### config.mk
export PLATFORM = sky130hd
export DESIGN_NAME = rom_load_sequencer
export DESIGN_NICKNAME = d
export VERILOG_FILES = /design/src/rtl/rom_load_pkg.sv /design/src/rtl/rom_region_decode.sv /design/src/rtl/rom_load_sequencer.sv
export SDC_FILE = /design/constraint.sdc
export NUM_CORES = 1
export LEC_CHECK = 0
export CELL_PAD_IN_SITES_DETAIL_PLACEMENT = 1
export CELL_PAD_IN_SITES_GLOBAL_PLACEMENT = 1
export CORE_MARGIN = 5
export CORE_UTILIZATION = 38
export DETAILED_ROUTE_END_ITERATION = 6
export PLACE_DENSITY_LB_ADDON = 0.1
export SYNTH_ARGS = -nofsm -noshare
export SYNTH_HDL_FRONTEND = slang
export SYNTH_SLANG_ARGS = --single-unit
### constraint.sdc
create_clock -name clk_sys -period 5.6 [get_ports clk_sys]
set_input_delay 1.12 -clock clk_sys [delete_from_list [all_inputs] [get_ports clk_sys]]
set_output_delay 1.12 -clock clk_sys [all_outputs]
set_load 0.01 [all_outputs]
### src/rtl/rom_load_pkg.sv
// Shared types and default region boundaries for the ROM download sequencer.
package rom_load_pkg;

  typedef enum logic [2:0] {
    BOOT,
    LOAD,
    HOLD,
    RUN,
    ERROR
  } state_e;

  typedef enum logic [1:0] {
    REG_PROG,
    REG_GFX,
    REG_PROM,
    REG_NONE
  } region_e;

  localparam logic [15:0] PROG_END_DEF  = 16'h4000;
  localparam logic [15:0] GFX_END_DEF   = 16'h6000;
  localparam logic [15:0] ROM_TOTAL_DEF = 16'h6200;
  localparam int          RST_HOLD_DEF  = 16;

endpackage

### src/rtl/rom_region_decode.sv
// Maps an ioctl byte address onto a ROM region and its region-relative offset.
module rom_region_decode
  import rom_load_pkg::*;
#(
  parameter logic [15:0] PROG_END  = PROG_END_DEF,
  parameter logic [15:0] GFX_END   = GFX_END_DEF,
  parameter logic [15:0] ROM_TOTAL = ROM_TOTAL_DEF
) (
  input  logic [24:0] addr,
  output region_e     region,
  output logic [15:0] offset
);

  logic [15:0] addr_lo;
  assign addr_lo = addr[15:0];

  always_comb begin
    region = REG_NONE;
    offset = 16'h0000;
    // Anything with upper address bits set lies past the image.
    if (addr[24:16] == 9'd0) begin
      if (addr_lo < PROG_END) begin
        region = REG_PROG;
        offset = addr_lo;
      end else if (addr_lo < GFX_END) begin
        region = REG_GFX;
        offset = addr_lo - PROG_END;
      end else if (addr_lo < ROM_TOTAL) begin
        region = REG_PROM;
        offset = addr_lo - GFX_END;
      end
    end
  end

endmodule

### src/rtl/rom_load_sequencer.sv
// Steers ioctl download bytes into the ROM regions, validates the image and
// owns the core reset, releasing it a fixed time after a good load.
module rom_load_sequencer
  import rom_load_pkg::*;
#(
  parameter logic [15:0] PROG_END  = PROG_END_DEF,
  parameter logic [15:0] GFX_END   = GFX_END_DEF,
  parameter logic [15:0] ROM_TOTAL = ROM_TOTAL_DEF,
  parameter int          RST_HOLD  = RST_HOLD_DEF
) (
  input  logic        clk_sys,
  input  logic        reset_n,
  input  logic        dl_active,
  input  logic        dl_wr,
  input  logic [24:0] dl_addr,
  input  logic [7:0]  dl_data,
  input  logic        user_reset,
  output logic        prog_we,
  output logic        gfx_we,
  output logic        prom_we,
  output logic [15:0] wr_addr,
  output logic [7:0]  wr_data,
  output logic        core_reset,
  output logic        dl_done,
  output logic        dl_error,
  output logic [7:0]  checksum
);

  localparam int HOLD_W = $clog2(RST_HOLD + 1);
  localparam int CNT_W  = 17;

  state_e              state_q, state_d;
  logic                dl_active_q;
  logic [HOLD_W-1:0]   hold_cnt_q, hold_cnt_d;
  logic [CNT_W-1:0]    byte_cnt_q, byte_cnt_d;
  logic [7:0]          checksum_q, checksum_d;
  logic                ovf_q, ovf_d;
  logic                done_q, done_d;
  logic                error_q, error_d;
  logic                prog_we_q, prog_we_d;
  logic                gfx_we_q, gfx_we_d;
  logic                prom_we_q, prom_we_d;
  logic [15:0]         wr_addr_q, wr_addr_d;
  logic [7:0]          wr_data_q, wr_data_d;
  logic                core_reset_q, core_reset_d;

  region_e             region;
  logic [15:0]         offset;
  logic                dl_rise, dl_fall;
  logic                accept, reject;
  logic [CNT_W-1:0]    cnt_inc;
  logic                ovf_now;

  rom_region_decode #(
    .PROG_END  (PROG_END),
    .GFX_END   (GFX_END),
    .ROM_TOTAL (ROM_TOTAL)
  ) u_decode (
    .addr   (dl_addr),
    .region (region),
    .offset (offset)
  );

  assign dl_rise = dl_active & ~dl_active_q;
  assign dl_fall = ~dl_active & dl_active_q;
  assign accept  = (state_q == LOAD) && dl_wr && (region != REG_NONE);
  assign reject  = (state_q == LOAD) && dl_wr && (region == REG_NONE);
  // Saturate so a runaway stream of duplicates cannot wrap back to a valid count.
  assign cnt_inc = !accept ? byte_cnt_q :
                   (&byte_cnt_q) ? byte_cnt_q : byte_cnt_q + CNT_W'(1);
  assign ovf_now = ovf_q | reject;

  always_comb begin
    state_d    = state_q;
    hold_cnt_d = hold_cnt_q;
    byte_cnt_d = byte_cnt_q;
    checksum_d = checksum_q;
    ovf_d      = ovf_q;
    done_d     = done_q;
    error_d    = error_q;
    prog_we_d  = 1'b0;
    gfx_we_d   = 1'b0;
    prom_we_d  = 1'b0;
    wr_addr_d  = wr_addr_q;
    wr_data_d  = wr_data_q;

    if (accept) begin
      prog_we_d  = (region == REG_PROG);
      gfx_we_d   = (region == REG_GFX);
      prom_we_d  = (region == REG_PROM);
      wr_addr_d  = offset;
      wr_data_d  = dl_data;
      checksum_d = checksum_q + dl_data;
      byte_cnt_d = cnt_inc;
    end
    if (reject) begin
      ovf_d = 1'b1;
    end

    case (state_q)
      LOAD: begin
        // The byte arriving with the fall is already folded into cnt_inc/ovf_now.
        if (dl_fall) begin
          if ((cnt_inc == {1'b0, ROM_TOTAL}) && !ovf_now) begin
            state_d    = HOLD;
            hold_cnt_d = '0;
            done_d     = 1'b1;
          end else begin
            state_d = ERROR;
            error_d = 1'b1;
          end
        end
      end
      HOLD: begin
        if (user_reset) begin
          hold_cnt_d = '0;
        end else if (hold_cnt_q == HOLD_W'(RST_HOLD - 1)) begin
          state_d = RUN;
        end else begin
          hold_cnt_d = hold_cnt_q + HOLD_W'(1);
        end
      end
      RUN: begin
        if (user_reset) begin
          state_d    = HOLD;
          hold_cnt_d = '0;
        end
      end
      default: begin
      end
    endcase

    if (dl_rise) begin
      state_d    = LOAD;
      byte_cnt_d = '0;
      checksum_d = 8'h00;
      ovf_d      = 1'b0;
      done_d     = 1'b0;
      error_d    = 1'b0;
    end

    core_reset_d = (state_d != RUN);
  end

  always_ff @(posedge clk_sys or negedge reset_n) begin
    if (!reset_n) begin
      state_q      <= BOOT;
      dl_active_q  <= 1'b0;
      hold_cnt_q   <= '0;
      byte_cnt_q   <= '0;
      checksum_q   <= 8'h00;
      ovf_q        <= 1'b0;
      done_q       <= 1'b0;
      error_q      <= 1'b0;
      prog_we_q    <= 1'b0;
      gfx_we_q     <= 1'b0;
      prom_we_q    <= 1'b0;
      wr_addr_q    <= 16'h0000;
      wr_data_q    <= 8'h00;
      core_reset_q <= 1'b1;
    end else begin
      state_q      <= state_d;
      dl_active_q  <= dl_active;
      hold_cnt_q   <= hold_cnt_d;
      byte_cnt_q   <= byte_cnt_d;
      checksum_q   <= checksum_d;
      ovf_q        <= ovf_d;
      done_q       <= done_d;
      error_q      <= error_d;
      prog_we_q    <= prog_we_d;
      gfx_we_q     <= gfx_we_d;
      prom_we_q    <= prom_we_d;
      wr_addr_q    <= wr_addr_d;
      wr_data_q    <= wr_data_d;
      core_reset_q <= core_reset_d;
    end
  end

  assign prog_we    = prog_we_q;
  assign gfx_we     = gfx_we_q;
  assign prom_we    = prom_we_q;
  assign wr_addr    = wr_addr_q;
  assign wr_data    = wr_data_q;
  assign core_reset = core_reset_q;
  assign dl_done    = done_q;
  assign dl_error   = error_q;
  assign checksum   = checksum_q;

endmodule

## Yosys cells after proc, flatten, opt, wreduce, memory -nomap -nowiden

Cells that the tools add are included.

- Register bits: 65
- Bits of input ports: 38
- Output and inout port bits: 38
- Logic and storage cells: 99

- Multiplexer cells: 40
- Equality and inequality tests: 15
- Reduce and logical (&&, ||, !) cells: 17
- Order comparisons: 3
- $add $sub $neg: 5
- Bitwise logic cells: 5

Operators by type and width:

| cell | number |
|---|---|
| $mux W17 | 4 |
| $mux W16 | 4 |
| $lt A16 B15 Y1 const B | 3 |
| $sub A16 B15 Y16 const B | 2 |
| $mux W5 | 5 |
| $mux W3 | 6 |
| $add A17 B1 Y17 const B | 1 |
| $eq A17 B15 Y1 const B | 1 |
| $reduce_and A17 Y1 | 1 |
| $mux W8 | 2 |
| $pmux W5 S3 | 1 |
| $mux W1 | 14 |
| $reduce_bool A2 Y1 | 5 |
| $logic_not A9 Y1 | 1 |
| $pmux W3 S3 | 1 |
| $add A8 B8 Y8 | 1 |
| $ne A2 B2 Y1 const B | 4 |
| $eq A3 B2 Y1 const B | 2 |
| $mux W2 | 3 |
| $reduce_and A3 Y1 | 2 |
| $add A5 B1 Y5 const B | 1 |
| $eq A5 B4 Y1 const B | 1 |
| $reduce_and A5 Y1 | 1 |
| $eq A2 B2 Y1 const B | 2 |
| other kinds (12) | 17 |

## Depth between registers and ports, before layout

- Depth after elaboration: 15
- Depth in mapped cells: 12
- Gate-level depth less buffers: 11

## Hierarchy

A second synthesis with hierarchy kept.

- Cell total of the unflattened synthesis: 448
- Area, all modules: 4003.8 µm²

Modules (own cells, without submodules):

| module | instances | cells each | sequential area each (µm²) | area an instance (µm²) |
|---|---|---|---|---|
| rom_load_sequencer | 1 | 403 | 1627.8 | 3624.7 |
| rom_region_decode | 1 | 45 | 0.0 | 379.1 |

## Least setup slack after synthesis

No wires, ideal clock.

- Kind: input-to-reg
- Start point: in dl_addr[18]
- End point: reg hold_cnt_q[2]
- Arrival time: 3.472 ns
- Buffers on the path: 0
- Library setup time: 0.121 ns
- Stages: 9
- Required time: 5.479 ns
- Path slack: 2.007 ns
- Cell sequence: or4_4 > nor4_4 > nand4_4 > or4_4 > a21oi_2 > nand4_2 > o21bai_4 > nand2_2 > a22o_1

- Longest elaborated chain between the ends: 9
- Elaborated cells between the ends (all ways): 13
- Classes of those cells: eq/ne (4); mux (2); bitwise (1); reduce/logical (6)

RTL lines:

| element | line | source |
|---|---|---|
| from (decl) | rom_load_sequencer.sv:15 | `input logic [24:0] dl_addr,` |
| $logic_not A9 Y1 (*) | rom_region_decode.sv:21 | `if (addr[24:16] == 9'd0) begin` |
| $mux W2 (*) | rom_region_decode.sv:21 |  |
| $ne A2 B2 Y1 / $eq A2 B2 Y1 (equally long branches) | rom_load_sequencer.sv:66, rom_load_sequencer.sv:67 |  |
| $logic_and A1 B1 Y1, on equally long branches | rom_load_sequencer.sv:66, rom_load_sequencer.sv:67 |  |
| $mux W17 / $or A1 B1 Y1 (equally long branches) | rom_load_sequencer.sv:69, rom_load_sequencer.sv:71 |  |
| $eq A17 B15 Y1 / $logic_not A1 Y1 (equally long branches) | rom_load_sequencer.sv:104 | `if ((cnt_inc == {1'b0, ROM_TOTAL}) && !ovf_now) begin` |
| $logic_and A1 B1 Y1 (*) | rom_load_sequencer.sv:104 |  |
| $ne A2 B1 Y1 (no source line) (*) | - |  |
| $reduce_and A5 Y1 (no source line) (*) | - |  |
| to (signal assigned) | rom_load_sequencer.sv:164 | `hold_cnt_q <= hold_cnt_d;` |
| to (decl) | rom_load_sequencer.sv:34 | `logic [HOLD_W-1:0] hold_cnt_q, hold_cnt_d;` |

Mark *: on every way between the ends. The rest lies on a longest branch, timed or not.
A chain may end at the register's enable or synchronous reset.

## Worst setup path in the final report

- Start point: in dl_addr[15]
- End point: reg hold_cnt_q[2]

- Longest elaborated chain between the ends: 12
- Elaborated cells between the ends (all ways): 18
- Classes of those cells: order compare (3); eq/ne (4); mux (5); bitwise (1); reduce/logical (5)

RTL lines:

| element | line | source |
|---|---|---|
| $lt A16 B15 Y1 | rom_region_decode.sv:28 | `end else if (addr_lo < ROM_TOTAL) begin` |
| $mux W1 | rom_region_decode.sv:28 |  |
| $mux W2 | rom_region_decode.sv:25 | `end else if (addr_lo < GFX_END) begin` |
| $mux W2 (*) | rom_region_decode.sv:22 | `if (addr_lo < PROG_END) begin` |
| $mux W2 (*) | rom_region_decode.sv:21 |  |
| $ne A2 B2 Y1 / $eq A2 B2 Y1 (equally long branches) | rom_load_sequencer.sv:66, rom_load_sequencer.sv:67 |  |
| $logic_and A1 B1 Y1, on equally long branches | rom_load_sequencer.sv:66, rom_load_sequencer.sv:67 |  |
| $mux W17 / $or A1 B1 Y1 (equally long branches) | rom_load_sequencer.sv:69, rom_load_sequencer.sv:71 |  |
| $eq A17 B15 Y1 / $logic_not A1 Y1 (equally long branches) | rom_load_sequencer.sv:104 |  |
| $logic_and A1 B1 Y1 (*) | rom_load_sequencer.sv:104 |  |
| $ne A2 B1 Y1 (no source line) (*) | - |  |
| $reduce_and A5 Y1 (no source line) (*) | - |  |

Marks and branches as above.

==> metrics.md <==
| Metric | Value |
|---|---|
| Grt ovf | `0` |
| Setup-failing EPs final | `0` |
| Origin of the critical flop-to-flop path | `state_q[1]` |
| Worst setup EP type | `flop` |
| Initial Util | `38.55%` |
| Cell Rows | `36` |
| Post-Route Setup TNS | `0 ns` |
| Fmax | `0.2356 GHz` |
| Post-synth EDFFs | `0` |
| Critical Path RT | `5.83 ns` |
| Total wire length | `10.43 mm` |
| Syn Std Cell Area | `3734 um2` |
| #FFs+latches synth | `65` |
| Synth area leader | `dfrtp_1` |
| Pins over their slew limit | `0` |
| Number of global-route vias before repair | `3708` |
| Antenna diode count | `0` |
| Routed WL per cell | `16.61 um` |
| Total CTS buffers | `9` |
| Clock sink count | `65` |
| Post-route DRC violation count | `0` |
| Cells after DPL | `612` |
| Synthesis-to-finish area growth | `28.75%` |
| Initial antenna violation count | `0` |
| Post-CTS Setup Repair Bufs | `0` |
| Post-synth top area share | `42.90%` |
| DR iter-0 viols | `124` |
| H-tree depth | `3` |
| Vias per cell | `5.307` |
| Hold_buf cts | `0` |
| CP Cell Sequence | `clkdlybuf4s50_1 > or4_4 > o211ai_4 > and3_1 > o2111ai_1 > a21boi_0 > nand4_2 > o21bai_4 > nand2_2 > a22o_1` |
| Die area | `11910 um2` |
| CP max FO | `13` |
| DIE WIDTH | `109.1 um` |
| GRT Resource Usage Total | `19.23%` |
| GPL Wtd Cong | `0.8584` |
| Vias | `3333` |
| Cell variety after synth | `61` |
| I/O Pins | `76` |
| Cell count of the worst reg-to-reg path | `9` |
| Max cap viols | `0` |
| PwrDens | `213.7 nW/um2` |
| Maximum vdd ir drop | `144.8 uV` |
| DR WL met2 | `5.193 mm` |
| Top_reg_cell synth | `dfrtp_1` |
| Die Span Y | `109.1 um` |
| PortBufs | `75` |
| Final net count | `544` |
| Actual slew at the worst max-slew pin | `0.8787 ns` |
| Largest net degree at the start of global routing | `66` |
| # resized after CTS | `0` |
| Clock Latency Late Sink | `0.35 ns` |
| Uppermost layer routed | `met4` |
| Clock Path Buffers | `2` |
| Syn Area/Cell | `8.975 um2` |
| Post-route ant nets | `0` |
| Tcrit/Tclk final | `75.80%` |
| Status | `complete, no violations` |
| RSZ-0062 raised after global routing | `no` |
| Synth Instances | `416` |
| Crit path DAT | `4.48 ns` |
| Hold Path Class | `flop to flop` |
| CTS tree | `done` |
| Area of the multi-input gates | `1989 um2` |
| Area contributors post-synth | `dfrtp_1, nand2_1, ha_1` |
| Cell with the most instances after synthesis | `nand2_1` |
| CP Launch Type | `primary input` |
| Top cell family by delay on the critical path | `simple AND/OR/NAND/NOR gates` |
| Final Skew | `0.01497 ns` |
| Seq/Total Area, Yosys | `43.60%` |
| Met3 WL | `510 um` |
| DR pass1 iterations | `4` |
| R2R Path End | `hold_cnt_q[2]` |
| Worst hold stages | `2` |
| Leak | `2.144 nW` |
| Slew headroom | `40.88%` |
| HP Start | `wr_data[3]` |
| R2r setup slk | `2.27 ns` |
| Commonest cells post-synth | `nand2_1, dfrtp_1, nor2_1, a21oi_1` |
| Fillers | `1134` |
| Slowest stage cell, crit path | `or4_4` |
| Global-route wire length before repair | `18.02 mm` |
| WS Path Type | `primary input to flop` |
| Post-route non-filler standard cell count | `628` |
| Worst stage delay on the critical path | `0.62 ns` |
| Hold EP | `wr_data[3]` |
| Sequential cell area | `1628 um2` |
| Clock transition at path regs | `0.07 ns` |
| Clk root buf | `clkbuf_8` |
| Layout cell share with drive strength beyond 1 | `9.495%` |
| DP HPWL | `7.585 mm` |
| Core box area | `9684 um2` |
| Bufs and invs on worst path | `1` |
| Min Tclk post-route | `4.245 ns` |
| Syn. warnings | `0` |
| Post-synth ARST share | `100.0%` |
| Final Hold Fails | `0` |
| Net Count, Synth | `470` |
| Metal-1 WL | `4.664 mm` |
==> sequential cells by signal (all words and copies together), names as in the netlist <==
register	flops
byte_cnt_q	17
ovf_q	1
checksum	8
prom_we	1
gfx_we	1
state_q	3
core_reset	1
wr_addr	16
hold_cnt_q	5
wr_data	8
dl_active_q	1
prog_we	1
dl_done	1
dl_error	1
==> layout make-up <==
| cell class | count | share of cell area [%] |
|---|---|---|
| Multi-Input combinational cell | 321 | 41.38 |
| Sequential cell | 65 | 33.86 |
| Timing Repair Buffer | 79 | 16.14 |
| Tap cell | 133 | 3.462 |
| Clock buffer | 10 | 2.655 |
| Clock inverter | 6 | 1.406 |
| Inverter | 14 | 1.093 |
==> how the worst max path moves through the flow <==
stage	startpoint	endpoint	slack (ns)	cells past startpoint
2_1_floorplan	dl_addr[18]	hold_cnt_q[2]	2.01	9
3_3_place_gp	dl_addr[15]	hold_cnt_q[2]	1.07	10
3_5_place_dp	dl_addr[15]	hold_cnt_q[2]	1.0	10
4_1_cts	dl_addr[15]	hold_cnt_q[2]	1.34	10
5_1_grt	dl_addr[15]	hold_cnt_q[2]	1.15	10
6_report	dl_addr[15]	hold_cnt_q[2]	1.36	10
==> power by group <==
group	switching, mW	internal [mW]	leakage, nW
clock	0.197	0.207	0.0929
combinational	0.0679	0.0633	1.16
sequential	0.0110	0.482	0.892
==> worst reg2reg max path, stage by stage, from the launching register on <==
cell and delay (ns):
dfrtp_1 0.43, nand4bb_2 0.39, nor4_4 0.69, nand2_1 0.35, o31ai_2 0.35, o21ai_0 0.12
or2_2 0.32, o21bai_4 0.19, nand2_2 0.10, a22o_1 0.25
==> kinds of logic after synthesis <==
logic type	after synthesis	synth area share [%]
muxes	8	2.178
and+or+nand+nor	210	28.28
xor gates and xnor gates	15	3.519
buffers and inverters	30	3.117
DFF	65	43.60
AOI/OAI and AO/OA	72	13.74
adders and majority gates	16	5.563
==> stage by stage <==
stage               util [%]  instance area [um2]  hold slack [ns]  setup WS, ns  power [mW]
finish                 49.64                 4807           0.4734         1.355       1.027
global route           49.64                 4807           0.4989         1.149       1.079
CTS                    49.64                 4807           0.4771         1.337       1.047
detailed placement     47.62                 4612           0.4600        0.9990      0.6334
global placement       47.62                 4612           0.4509         1.068      0.6314
floorplan                  -                 3734           0.4675         2.007      0.5650
==> placed cells by master (no fill, tap or decap), drive strengths merged, types with 7 or more instances in the layout <==
cell,instances
a21oi,23
inv,15
nor2,40
nand2,86
dfrtp,64
o21ai,9
mux2i,7
nor3,14
clkbuf,10
xnor2,13
clkdlybuf4s50,74
ha,15
and3,9
nand3,15
==> metal layers <==
| metal | vias to the layer above | GRT usage (%) |
|---|---|---|
| li1 | 1604 | - |
| met3 | 5 | 4.973 |
| met5 | - | 0 |
| met1 | 1662 | 23.03 |
| met4 | 0 | 5.951 |
| met2 | 62 | 33.68 |
(Power assumes the default switching activity.)
